### config.mk
export PLATFORM = sky130hd
export DESIGN_NAME = sprite_line_scheduler
export DESIGN_NICKNAME = d
export VERILOG_FILES = /design/src/rtl/sprite_pkg.sv /design/src/rtl/sprite_hit_test.sv /design/src/rtl/sprite_line_scheduler.sv
export SDC_FILE = /design/constraint.sdc
export NUM_CORES = 1
export LEC_CHECK = 0
export CORE_MARGIN = 1.5
export CORE_UTILIZATION = 31
export DETAILED_ROUTE_END_ITERATION = 10
export GPL_TIMING_DRIVEN = 0
export PLACE_DENSITY_LB_ADDON = 0.3
export SYNTH_ARGS = -nofsm -noshare
export SYNTH_HDL_FRONTEND = slang
export SYNTH_HIERARCHICAL = 1
export SYNTH_SLANG_ARGS = --single-unit
### constraint.sdc
create_clock -name clk_i -period 4.15 [get_ports clk_i]
set_input_delay 0.83 -clock clk_i [delete_from_list [all_inputs] [get_ports clk_i]]
set_output_delay 0.83 -clock clk_i [all_outputs]
set_load 0.01 [all_outputs]
### src/rtl/sprite_pkg.sv
// sprite_pkg: shared constants, FSM state encoding and ROM address layout
// for the per-scanline sprite scheduler.
//   SP_SIZE        sprite width/height in pixels
//   BYTES_PER_ROW  bitmap bytes per sprite row
//   BITMAP_BYTES   bitmap bytes per sprite
//   SCREEN_W/H     visible screen limits
//   sched_state_e  scheduler FSM states
//   mem_addr_f     {sprite index, row, byte} ROM address packing
package sprite_pkg;

    localparam int SP_SIZE       = 32;
    localparam int BYTES_PER_ROW = 4;
    localparam int BITMAP_BYTES  = 128;
    localparam int SCREEN_W      = 640;
    localparam int SCREEN_H      = 480;

    typedef enum logic [1:0] {
        ST_IDLE  = 2'd0,
        ST_SCAN  = 2'd1,
        ST_FETCH = 2'd2,
        ST_DONE  = 2'd3
    } sched_state_e;

    // Wide index field; callers keep the low clog2(SP_COUNT)+7 bits.
    function automatic logic [15:0] mem_addr_f(input logic [8:0] idx,
                                               input logic [4:0] row,
                                               input logic [1:0] byte_sel);
        mem_addr_f = {idx, row, byte_sel};
    endfunction

endpackage

### src/rtl/sprite_hit_test.sv
// sprite_hit_test: combinational vertical intersection test for one sprite.
// The Y difference wraps at 10 bits, so sprites straddling the top of the
// frame still hit the first lines.
//   next_y_i  line being prepared
//   sp_y_i    sprite top Y
//   sp_en_i   sprite enable
//   hit_o     sprite covers next_y_i
//   row_o     sprite row that lands on next_y_i
module sprite_hit_test
    import sprite_pkg::*;
(
    input  logic [9:0] next_y_i,
    input  logic [9:0] sp_y_i,
    input  logic       sp_en_i,
    output logic       hit_o,
    output logic [4:0] row_o
);

    logic [9:0] diff;

    assign diff  = next_y_i - sp_y_i;
    assign hit_o = sp_en_i && (diff < 10'(SP_SIZE));
    assign row_o = diff[4:0];

endmodule

### src/rtl/sprite_line_scheduler.sv
// sprite_line_scheduler: per-scanline sprite selection and row prefetch.
// On each line_start_i the previously prepared row set is committed to the
// slot outputs and a new scan/fetch for next_y_i begins.
//   clk_i, rst_n_i       pixel clock, synchronous active-low reset
//   line_start_i         one-cycle pulse at horizontal blank start
//   next_y_i             line to prepare (sampled on line_start_i)
//   sp_x_all_i/sp_y_all_i/sp_en_i  sprite position table and enables
//   mem_rd_o/mem_addr_o/mem_data_i bitmap ROM port (data one cycle after read)
//   slot_valid_o/slot_x_o/slot_id_o/slot_row_o  committed slot set
//   line_ovf_o           committed line had more hits than slots
//   line_late_o          commit arrived before preparation finished
//   busy_o               scan or fetch in progress
// Build option: SPRITE_SCHED_ROTATE_EN rotates the scan start index on every
// line start so overflowed sprites flicker instead of vanishing.
//
// state | meaning
// IDLE  | nothing prepared since reset, waiting for line start
// SCAN  | testing one sprite per cycle in circular priority order
// FETCH | reading 4 row bytes per selected slot, back to back
// DONE  | shadow set complete, held until next line start
module sprite_line_scheduler
    import sprite_pkg::*;
#(
    parameter int SP_COUNT = 4,
    parameter int SLOTS    = 2,
    localparam int IW = (SP_COUNT > 1) ? $clog2(SP_COUNT) : 1,
    localparam int SW = (SLOTS > 1) ? $clog2(SLOTS) : 1,
    localparam int CW = $clog2(SLOTS + 1),
    localparam int AW = IW + 7
) (
    input  logic                   clk_i,
    input  logic                   rst_n_i,
    input  logic                   line_start_i,
    input  logic [9:0]             next_y_i,
    input  logic [10*SP_COUNT-1:0] sp_x_all_i,
    input  logic [10*SP_COUNT-1:0] sp_y_all_i,
    input  logic [SP_COUNT-1:0]    sp_en_i,
    output logic                   mem_rd_o,
    output logic [AW-1:0]          mem_addr_o,
    input  logic [7:0]             mem_data_i,
    output logic [SLOTS-1:0]       slot_valid_o,
    output logic [10*SLOTS-1:0]    slot_x_o,
    output logic [IW*SLOTS-1:0]    slot_id_o,
    output logic [32*SLOTS-1:0]    slot_row_o,
    output logic                   line_ovf_o,
    output logic                   line_late_o,
    output logic                   busy_o
);

    sched_state_e        state_q, state_d;
    logic [9:0]          next_y_q, next_y_d;
    logic [IW-1:0]       scan_idx_q, scan_idx_d;
    logic [IW-1:0]       start_q, start_d;
    logic [IW:0]         scan_left_q, scan_left_d;
    logic [CW-1:0]       hit_cnt_q, hit_cnt_d;

    logic [SLOTS-1:0]    sh_valid_q, sh_valid_d;
    logic [10*SLOTS-1:0] sh_x_q, sh_x_d;
    logic [IW*SLOTS-1:0] sh_id_q, sh_id_d;
    logic [5*SLOTS-1:0]  sh_sel_q, sh_sel_d;
    logic [32*SLOTS-1:0] sh_row_q, sh_row_d;
    logic                sh_ovf_q, sh_ovf_d;

    logic [SW-1:0]       f_slot_q, f_slot_d;
    logic [1:0]          f_byte_q, f_byte_d;
    logic                pend_q, pend_d;
    logic [SW-1:0]       pend_slot_q, pend_slot_d;
    logic [1:0]          pend_byte_q, pend_byte_d;

    logic [SLOTS-1:0]    valid_q, valid_d;
    logic [10*SLOTS-1:0] x_q, x_d;
    logic [IW*SLOTS-1:0] id_q, id_d;
    logic [32*SLOTS-1:0] row_q, row_d;
    logic                ovf_q, ovf_d;
    logic                late_q, late_d;

    logic [9:0]          cur_x, cur_y;
    logic                cur_hit;
    logic [4:0]          cur_row;

    always_comb begin
        cur_x = '0;
        cur_y = '0;
        for (int i = 0; i < SP_COUNT; i++) begin
            if (scan_idx_q == IW'(i)) begin
                cur_x = sp_x_all_i[10*i +: 10];
                cur_y = sp_y_all_i[10*i +: 10];
            end
        end
    end

    sprite_hit_test u_hit (
        .next_y_i (next_y_q),
        .sp_y_i   (cur_y),
        .sp_en_i  (sp_en_i[scan_idx_q]),
        .hit_o    (cur_hit),
        .row_o    (cur_row)
    );

    always_comb begin
        state_d     = state_q;
        next_y_d    = next_y_q;
        scan_idx_d  = scan_idx_q;
        start_d     = start_q;
        scan_left_d = scan_left_q;
        hit_cnt_d   = hit_cnt_q;
        sh_valid_d  = sh_valid_q;
        sh_x_d      = sh_x_q;
        sh_id_d     = sh_id_q;
        sh_sel_d    = sh_sel_q;
        sh_row_d    = sh_row_q;
        sh_ovf_d    = sh_ovf_q;
        f_slot_d    = f_slot_q;
        f_byte_d    = f_byte_q;
        pend_d      = 1'b0;
        pend_slot_d = pend_slot_q;
        pend_byte_d = pend_byte_q;
        valid_d     = valid_q;
        x_d         = x_q;
        id_d        = id_q;
        row_d       = row_q;
        ovf_d       = ovf_q;
        late_d      = late_q;
        mem_rd_o    = 1'b0;
        mem_addr_o  = '0;

        // ROM data belongs to the read issued last cycle; byte 0 is leftmost.
        if (pend_q) begin
            for (int s = 0; s < SLOTS; s++) begin
                for (int b = 0; b < BYTES_PER_ROW; b++) begin
                    if (pend_slot_q == SW'(s) && pend_byte_q == 2'(b)) begin
                        sh_row_d[32*s + 8*(3-b) +: 8] = mem_data_i;
                    end
                end
            end
        end

        case (state_q)
            ST_SCAN: begin
                if (cur_hit) begin
                    if (hit_cnt_q < CW'(SLOTS)) begin
                        for (int s = 0; s < SLOTS; s++) begin
                            if (hit_cnt_q == CW'(s)) begin
                                sh_valid_d[s]          = 1'b1;
                                sh_x_d[10*s +: 10]     = cur_x;
                                sh_id_d[IW*s +: IW]    = scan_idx_q;
                                sh_sel_d[5*s +: 5]     = cur_row;
                            end
                        end
                        hit_cnt_d = hit_cnt_q + 1'b1;
                    end else begin
                        sh_ovf_d = 1'b1;
                    end
                end
                scan_idx_d  = (scan_idx_q == IW'(SP_COUNT-1)) ? '0 : scan_idx_q + 1'b1;
                scan_left_d = scan_left_q - 1'b1;
                f_slot_d    = '0;
                f_byte_d    = '0;
                if (scan_left_q == (IW+1)'(1)) begin
                    state_d = (hit_cnt_d != '0) ? ST_FETCH : ST_DONE;
                end
            end
            ST_FETCH: begin
                mem_rd_o = 1'b1;
                for (int s = 0; s < SLOTS; s++) begin
                    if (f_slot_q == SW'(s)) begin
                        mem_addr_o = AW'(mem_addr_f(9'(sh_id_q[IW*s +: IW]),
                                                    sh_sel_q[5*s +: 5], f_byte_q));
                    end
                end
                pend_d      = 1'b1;
                pend_slot_d = f_slot_q;
                pend_byte_d = f_byte_q;
                f_byte_d    = f_byte_q + 1'b1;
                if (f_byte_q == 2'(BYTES_PER_ROW-1)) begin
                    f_byte_d = '0;
                    // Last byte of this row lands while already in DONE.
                    if (CW'(f_slot_q) + 1'b1 == hit_cnt_q) begin
                        state_d = ST_DONE;
                    end else begin
                        f_slot_d = f_slot_q + 1'b1;
                    end
                end
            end
            default: begin
            end
        endcase

        if (line_start_i) begin
            if (state_q == ST_DONE || state_q == ST_IDLE) begin
                valid_d = sh_valid_q;
                x_d     = sh_x_q;
                id_d    = sh_id_q;
                row_d   = sh_row_q;
                ovf_d   = sh_ovf_q;
                late_d  = 1'b0;
            end else begin
                valid_d = '0;
                x_d     = '0;
                id_d    = '0;
                row_d   = '0;
                ovf_d   = 1'b0;
                late_d  = 1'b1;
            end
            state_d     = ST_SCAN;
            next_y_d    = next_y_i;
            scan_idx_d  = start_q;
            scan_left_d = (IW+1)'(SP_COUNT);
`ifdef SPRITE_SCHED_ROTATE_EN
            start_d     = (start_q == IW'(SP_COUNT-1)) ? '0 : start_q + 1'b1;
`else
            start_d     = '0;
`endif
            hit_cnt_d   = '0;
            sh_valid_d  = '0;
            sh_x_d      = '0;
            sh_id_d     = '0;
            sh_sel_d    = '0;
            sh_row_d    = '0;
            sh_ovf_d    = 1'b0;
            f_slot_d    = '0;
            f_byte_d    = '0;
            pend_d      = 1'b0;
        end
    end

    always_ff @(posedge clk_i) begin
        if (!rst_n_i) begin
            state_q     <= ST_IDLE;
            next_y_q    <= '0;
            scan_idx_q  <= '0;
            start_q     <= '0;
            scan_left_q <= '0;
            hit_cnt_q   <= '0;
            sh_valid_q  <= '0;
            sh_x_q      <= '0;
            sh_id_q     <= '0;
            sh_sel_q    <= '0;
            sh_row_q    <= '0;
            sh_ovf_q    <= 1'b0;
            f_slot_q    <= '0;
            f_byte_q    <= '0;
            pend_q      <= 1'b0;
            pend_slot_q <= '0;
            pend_byte_q <= '0;
            valid_q     <= '0;
            x_q         <= '0;
            id_q        <= '0;
            row_q       <= '0;
            ovf_q       <= 1'b0;
            late_q      <= 1'b0;
        end else begin
            state_q     <= state_d;
            next_y_q    <= next_y_d;
            scan_idx_q  <= scan_idx_d;
            start_q     <= start_d;
            scan_left_q <= scan_left_d;
            hit_cnt_q   <= hit_cnt_d;
            sh_valid_q  <= sh_valid_d;
            sh_x_q      <= sh_x_d;
            sh_id_q     <= sh_id_d;
            sh_sel_q    <= sh_sel_d;
            sh_row_q    <= sh_row_d;
            sh_ovf_q    <= sh_ovf_d;
            f_slot_q    <= f_slot_d;
            f_byte_q    <= f_byte_d;
            pend_q      <= pend_d;
            pend_slot_q <= pend_slot_d;
            pend_byte_q <= pend_byte_d;
            valid_q     <= valid_d;
            x_q         <= x_d;
            id_q        <= id_d;
            row_q       <= row_d;
            ovf_q       <= ovf_d;
            late_q      <= late_d;
        end
    end

    assign slot_valid_o = valid_q;
    assign slot_x_o     = x_q;
    assign slot_id_o    = id_q;
    assign slot_row_o   = row_q;
    assign line_ovf_o   = ovf_q;
    assign line_late_o  = late_q;
    assign busy_o       = (state_q == ST_SCAN) || (state_q == ST_FETCH);

endmodule

==> impl_metrics.py <==
metrics = {
    "outcome": {
        "outcome": "finished clean",
    },
    "power": {
        "vdd_ir_drop_max_uv": 248.5,
        "power_leakage_uw": 0.004460,
        "power.density_cell_area_mw_per_mm2": 398.2,
        "fin_total_pwr_uw": 4944,
    },
    "placed_design": {
        "routability_driven_placement_congestion_ratio": 0.8180,
        "dpl.hpwl_um": 18750,
        "port_buffers": 198,
    },
    "synth": {
        "ys_async_sr_fraction": 0,
        "yosys_synthesis_warning_count": 6,
        "ys_seq_area_frac": 0.5004,
        "synth.top_cells.by_area": "dfxtp_1 (50%), a22o_1 (9.1%), nand2_1 (8.1%)",
        "netlist_area_sq_mm": 0.008762,
        "synth.lib_cells_used.distinct": 57,
        "synth_top_area_cell": "dfxtp_1",
        "synthesized_area_per_cell_sq_um": 9.282,
        "synthCells": 944,
        "synth-main-ff-cell": "dfxtp_1",
        "synth_edf_count": 0,
        "post_synth_net_total": 1071,
        "yosys.area.top_type_share": 0.5004,
        "synth-seq-cells": 219,
    },
    "floorplan": {
        "initial_core_util": 0.3154,
        "pin_count": 208,
        "fp.coreArea_sq_mm": 0.02778,
        "die_height_um": 171.1,
        "die_w_um": 171.1,
        "placementRows": 61,
        "design.die.area_sq_mm": 0.02928,
    },
    "sta": {
        "timing_max_transition_violations_final": 0,
        "finalHoldViolCount": 0,
        "finClkSkew_ns": 0.006961,
        "timing.max_slew.rel_slack": 0.5574,
        "max_freq_ghz": 0.2528,
        "finalCriticalPeriod_ns": 3.956,
        "period_share": 0.9533,
        "worst_hold_slack_ns": 0.4534,
        "setup_viol": 0,
        "tightestPinTransition_ns": 0.6639,
    },
    "route": {
        "num_vias": 7504,
        "vias_per_cell": 4.771,
        "antenna_left": 0,
        "first_pass_iters": 5,
        "route.final.wire_length_um": 25230,
        "route.detailed.drc": 0,
        "first_iter_violations": 470,
        "wl_per_cell_um": 16.04,
    },
    "final_layout": {
        "final-seq-area_sq_mm": 0.004392,
        "fill_cell_instance_count_of_the_final_layout": 2736,
        "layout.core_utilization": 0.4469,
        "layout_net_count": 1306,
        "n_antenna_cell": 0,
        "layout-drive-gt1-share": 0.1272,
        "multiInputGateArea_sq_mm": 0.004123,
        "area_growth_pct": 41.68,
    },
    "cts": {
        "cts-root-buf": "clkbuf_16",
        "clk_latency_worst_skew_pair_ns": 0.51,
        "worst_setup_hold_path_clk_slew_ns": 0.06,
        "cts_tree": "built",
        "cts-buffers-inserted": 24,
        "cts.htree.levels": 1,
        "cts.sink_count": 219,
        "bufs_on_longest_clock_path": 3,
    },
    "worst_setup_path": {
        "timing.critical_path.arrival_ns": 4.39,
        "required_ns": 4.59,
        "critPathLaunchType": "flop",
        "startpoint": "scan_idx_q[0]",
        "worst_r2r_startpoint": "scan_idx_q[0]",
        "crit_path_end_kind": "flop",
        "path_max_fanout": 10,
        "criticalPathCategory": "flop to flop",
    },
    "hold_path": {
        "hp-start": "sh_row_q[42]",
        "timing.hold.worst.class": "flop to flop",
    },
    "job": {
        "max_cap_viol_count": 0,
    },
    "global_routing": {
        "first_global_vias": 7332,
        "first_pass_grt_wire_length_um": 38950,
        "largest_net_degree_at_the_start_of_global_routing": 20,
        "overflow": 0,
        "global_route.usage.total": 0.1702,
        "grt_antenna_before_repair": 0,
    },
}
worst paths after layout:
kind,end,slack (ns),cells past startpoint
max,sh_x_q[7],0.19,19
min,sh_row_q[42],0.45,2
max reg2reg,sh_x_q[7],0.19,19
min reg2reg,sh_row_q[42],0.45,2
worst max-delay path, stage by stage, from the launching register on:
cell and delay (ns):
dfxtp_4 0.35, inv_1 0.08, ha_4 0.20, and2b_2 0.22, buf_6 0.14, a221oi_2 0.25, o31ai_2 0.10, ha_2 0.21
fa_2 0.39, nor2b_4 0.14, o2111ai_2 0.15, a21boi_2 0.17, a31oi_1 0.06, or3_4 0.35, nor4_4 0.20, and3b_2 0.31
and2_4 0.18, buf_8 0.13, nand2_8 0.08, o21ai_2 0.14
synth_stat cells (all sizes together) (2+ instances only):
cell       n
a211oi     4
a21boi     4
a21o       3
a21oi     85
a221oi    11
a22o      91
a22oi      3
a31oi      2
and2       6
and3       4
and3b      2
buf       45
clkbuf    20
dfxtp    219
ha        21
inv       23
mux2i     21
nand2    194
nand2b     7
nand3     25
nor2      29
nor2b     38
nor3       6
nor3b      2
o2111ai    2
o211ai    11
o21a       6
o21ai     22
o221ai     8
o31ai     10
xnor2      5
xor2       2
logic make-up after synthesis:
| family | share of synthesized area |
|---|---|
| and+or+nand+nor | 0.1682 |
| adders and majority gates | 0.03227 |
| muxes | 0.02656 |
| buffers and inverters | 0.04969 |
| AOI/OAI and AO/OA | 0.2159 |
| DFF | 0.5004 |
| xor gates and xnor gates | 0.006997 |
per-stage QoR:
step	instances	instance area, sq um	setup TNS, ns	setup slack, ns
global placement	1520	11220	-14.78	-0.4604
CTS	1566	12230	-0.1340	-0.01869
detailed placement	1520	11220	-17.21	-0.5540
global route	1573	12410	-0.06320	-0.02037
finish	1573	12410	0	0.1940
floorplan	944	8762	0	0.1776
cells in the final DEF, fill, tap and decap left out, types with 3 or more instances in the layout:
cell type        synthesis  final
nand2b_1                 7      7
buf_6                    6      8
nor2_2                   7      7
dfxtp_1                219    217
and3_1                   4      4
a211oi_1                 4      3
ha_2                     0      3
o21a_1                   6      6
and2_1                   6      4
clkdlybuf4s50_1          0    198
nor3_1                   4      3
inv_1                   23     22
clkbuf_2                 0      3
o21ai_2                  0      6
clkbuf_8                 0      3
a221oi_2                 1      3
o31ai_1                 10      8
clkbuf_1                20     18
clkinv_2                 0      4
a22oi_1                  3      3
ha_1                    21     14
clkbuf_16                0     25
bufinv_16                0      6
nand3_1                 25     25
nor2_1                  22     22
ha_4                     0      4
a22o_1                  91     91
xnor2_1                  5      5
o221ai_1                 8      8
a21oi_1                 84     84
buf_2                   36     33
mux2i_1                 21     21
o211ai_1                11     11
nor2b_1                 38     37
nand2_1                189    189
a221oi_1                10      8
o21ai_1                  4     14
buf_4                    3     13
what timing repair did:
item,in CTS,in global routing
resized for setup,30,45
pin swaps,5,18
setup endpoints to repair,40,40
hold buffers,0,0
buffers inserted,5,6
gates cloned,1,1
state kept, by name, indices dropped and copies added (netlist names), 2 cells and up:
signal        count
sh_row_q         64
slot_row_o       64
sh_x_q           20
slot_x_o         20
next_y_q         10
sh_sel_q         10
sh_id_q           4
slot_id_o         4
scan_left_q       3
f_byte_q          2
hit_cnt_q         2
pend_byte_q       2
scan_idx_q        2
sh_valid_q        2
slot_valid_o      2
state_q           2
per-layer routing:
layer  global-route usage  wire length [um]  vias up
met5                    0                 0        -
met4              0.04005               344        0
met3              0.04488              2129       22
met2               0.2925             11660      262
met1               0.2116             11100     3421
li1                     -                 -     3799
layout make-up:
| class | count | area share |
|---|---|---|
| sequential | 219 | 0.3538 |
| clock buffer | 30 | 0.05432 |
| clock inverter | 12 | 0.01734 |
| tap | 378 | 0.03810 |
| inverter | 24 | 0.007257 |
| buffer | 63 | 0.02973 |
| timing repair buffer | 211 | 0.1674 |
| multi-input combinational | 636 | 0.3321 |
power breakdown:
| group | total [uW] | switching, uW | internal [uW] | leakage (uW) |
|---|---|---|---|---|
| sequential | 2120 | 9.41 | 2110 | 0.00177 |
| combinational | 463 | 238 | 225 | 0.00226 |
| clock | 2360 | 839 | 1520 | 0.000433 |
| total | 4940 | 1090 | 3860 | 0.00446 |
Power figures use the tool's default switching activity.
==> edit (config.mk and constraints unchanged) <==
Encoding of `sched_state_e`: now Gray code (2 bits for 4 states).
--- a/src/rtl/sprite_pkg.sv
+++ b/src/rtl/sprite_pkg.sv
@@ -17,6 +17,6 @@
     typedef enum logic [1:0] {
-        ST_IDLE  = 2'd0,
-        ST_SCAN  = 2'd1,
-        ST_FETCH = 2'd2,
-        ST_DONE  = 2'd3
+        ST_IDLE  = 2'b00,
+        ST_SCAN  = 2'b01,
+        ST_FETCH = 2'b11,
+        ST_DONE  = 2'b10
     } sched_state_e;
Formal check against the unedited RTL: no difference found for any inputs over 10 cycles, from zero or initial values and one cycle with rst_n_i low; not proved beyond that.
==> edit against the original RTL <==
Sequential cell count did not move. Design area fell by 2.4%. Global-route usage fell by 0.72 points. Highest routed layer unchanged. Largest cell class unchanged. Power fell by 6.9%. Synthesized area fell by 0.13%. Maximum frequency rose by 0.66%. Worst setup slack improved by 26 ps. Wire length fell by 3.3%. Critical endpoint is now sh_x_q[19].
==> edit: results (changes against the original RTL) <==
status=complete, no violations; DP Wirelength=18,000 um (-4.0%); Setup Slack @ Placement=-476 ps (+77.9 ps); Hold Crit Endpoint=sh_row_q[22]; Clock Tree Root=clkbuf_16; reg-to-reg startpoint=scan_idx_q[0]; Synth cell types=57 (unchanged); mux contribution to synthesized area=0.0232 (-0.00340); initial antenna violation count=0 (unchanged); sequential area share after synthesis=0.501 (+0.000644); Max IR drop VDD=0.000228 V (-8.3%); Synth Area in Compound Gates=0.220 (+0.00371); final WL=24,400 um (-3.3%); cells after synthesis=950 (+0.64%); WP data arrival=4370 ps (-20 ps); Worst-path clk slew=60 ps (about the same); Post-Synth XOR/XNOR Area=0.00701 (+0.00000900); Synthesized Nets=1,075 (+0.37%); via count=7,436 (-0.91%); hold wc startpoint=sh_row_q[22]; # diodes=0 (unchanged); hold path cells=2 (unchanged); Synth area leaders=dfxtp_1 (50%), a22o_1 (9.1%), nand2_1 (7.9%); Clk Latency, worst-skew pair=around 500 ps; peak fanout along the critical path=11 (+1); nets@finish=1,299 (-0.54%); Tot GR Track Use=0.163 (-0.00723); Placed Instances=1,526 (+0.39%); Synth Flop Type=dfxtp_1; r2r setup slk=220 ps (+30 ps); Routability Congestion=0.833 (+1.8%); Clock Path Buffers=3 (unchanged); LEAKAGE=4.39 nW (-1.5%); Finished Layout Cells=1,566 (-0.45%); DP Area=11,200 sq um (-0.10%); Fillers=2,788 (+1.9%); Synth Area in Adders=0.0295 (-0.00282); share of cells above drive strength 1=0.112 (-0.0152); clock skew=7.64 ps (+0.676 ps); Worst R2R Path Depth=19 (unchanged); Synth top cells by count=dfxtp_1 (219), nand2_1 (184), a22o_1 (91), a21oi_1 (85), nor2_1 (52); Yosys warning count=6 (unchanged); ys async rst share=0 (unchanged); first-iteration detailed-routing DRC count=442 (-6.0%); H-tree lvl count=1 (unchanged); IO Port Bufs=198 (unchanged); slew margin rel.=0.517 (-0.0408); CTS buffer count=23 (-4.2%); HP Class=reg -> reg; vias in the first global route=7,055 (-3.8%); router iterations before antenna repair=5 (unchanged); pin count of the biggest net entering global routing=20 (unchanged); Reg-to-Reg End=sh_x_q[19]; global-route wire length before repair=37,500 um (-3.7%)
[edit: cell types whose count changed in the layout (fill, tap and decap cells not counted), sizes merged, moves of 3 or more]
cell	delta
a221o	+8
a22oi	+8
and2	-3
buf	-7
bufinv	-4
clkinv	-3
inv	+10
mux2i	-3
nand2	-5
nor2	+30
nor2b	-18
o211ai	-6
o21a	-3
o221ai	-8
[edit: cells by family after synthesis]
kind of cell	Yosys count
simple gates	317
compound gates	268
flops	219
buf+inv	100
fa+ha+maj	20
mux	19
xor+xnor	7
[edit: worst max-delay path, cell delays in order, from the launching register on]
cell and delay [ps]:
dfxtp_4 400, inv_1 90, ha_1 230, nor2b_2 160, buf_6 140, a221oi_2 230
o31ai_1 120, ha_2 200, fa_2 390, nor2b_4 140, o2111ai_2 130, a21boi_2 180
a31oi_1 60, or3_4 350, nor4_4 170, and4bb_4 320, and2_1 150, buf_6 140
nand2_4 100, o21ai_1 140
[edit: per-layer routing]
metal / GRT usage / routed length, um / vias to the layer above
li1: - / - / 3771
met1: 0.205 / 10700 / 3359
met2: 0.271 / 11100 / 267
met3: 0.0481 / 2210 / 39
met4: 0.0423 / 445 / 0
met5: 0 / 0 / -
[edit: power breakdown]
part	switching (mW)	internal, mW
clock	0.819	1.26
combinational	0.205	0.199
sequential	0.00730	2.11
[edit: cell type report]
cell class              instances  area (sq um)  share of cell area
repair buffers                203          2020               0.167
plain buffers                  62           383              0.0316
flip-flops and latches        219          4390               0.363
inverters                      34           131              0.0108
clock inverters                 6          85.1             0.00702
multi-input cells             631          3950               0.326
clock buffers                  33           683              0.0564
well taps                     378           473              0.0390
[edit: what timing repair did]
item,4_1_cts,5_1_grt
resized for setup,16,18
pin swaps,4,8
setup buffers,3,2
endpoints found under the setup margin,39,39
hold buffers,0,0
[edit: per-stage QoR]
step / setup TNS [ps] / hold slack [ps] / util
global placement: -14230 / 442 / 0.403
CTS: 0 / 456 / 0.433
floorplan: 0 / 436 / -
finish: 0 / 451 / 0.436
detailed placement: -15200 / 448 / 0.403
global route: -314 / 469 / 0.436
[edit: worst max-delay path by stage]
stage / end / from / slack [ps] / depth (start not counted)
finish: sh_x_q[19] / scan_idx_q[0] / 220 / 19
global route: sh_x_q[7] / scan_idx_q[0] / -50 / 19
CTS: sh_x_q[19] / scan_idx_q[0] / 6 / 19
detailed placement: sh_x_q[8] / scan_idx_q[1] / -480 / 20
global placement: sh_x_q[8] / scan_idx_q[0] / -450 / 18
floorplan: sh_x_q[0] / scan_idx_q[0] / 170 / 20
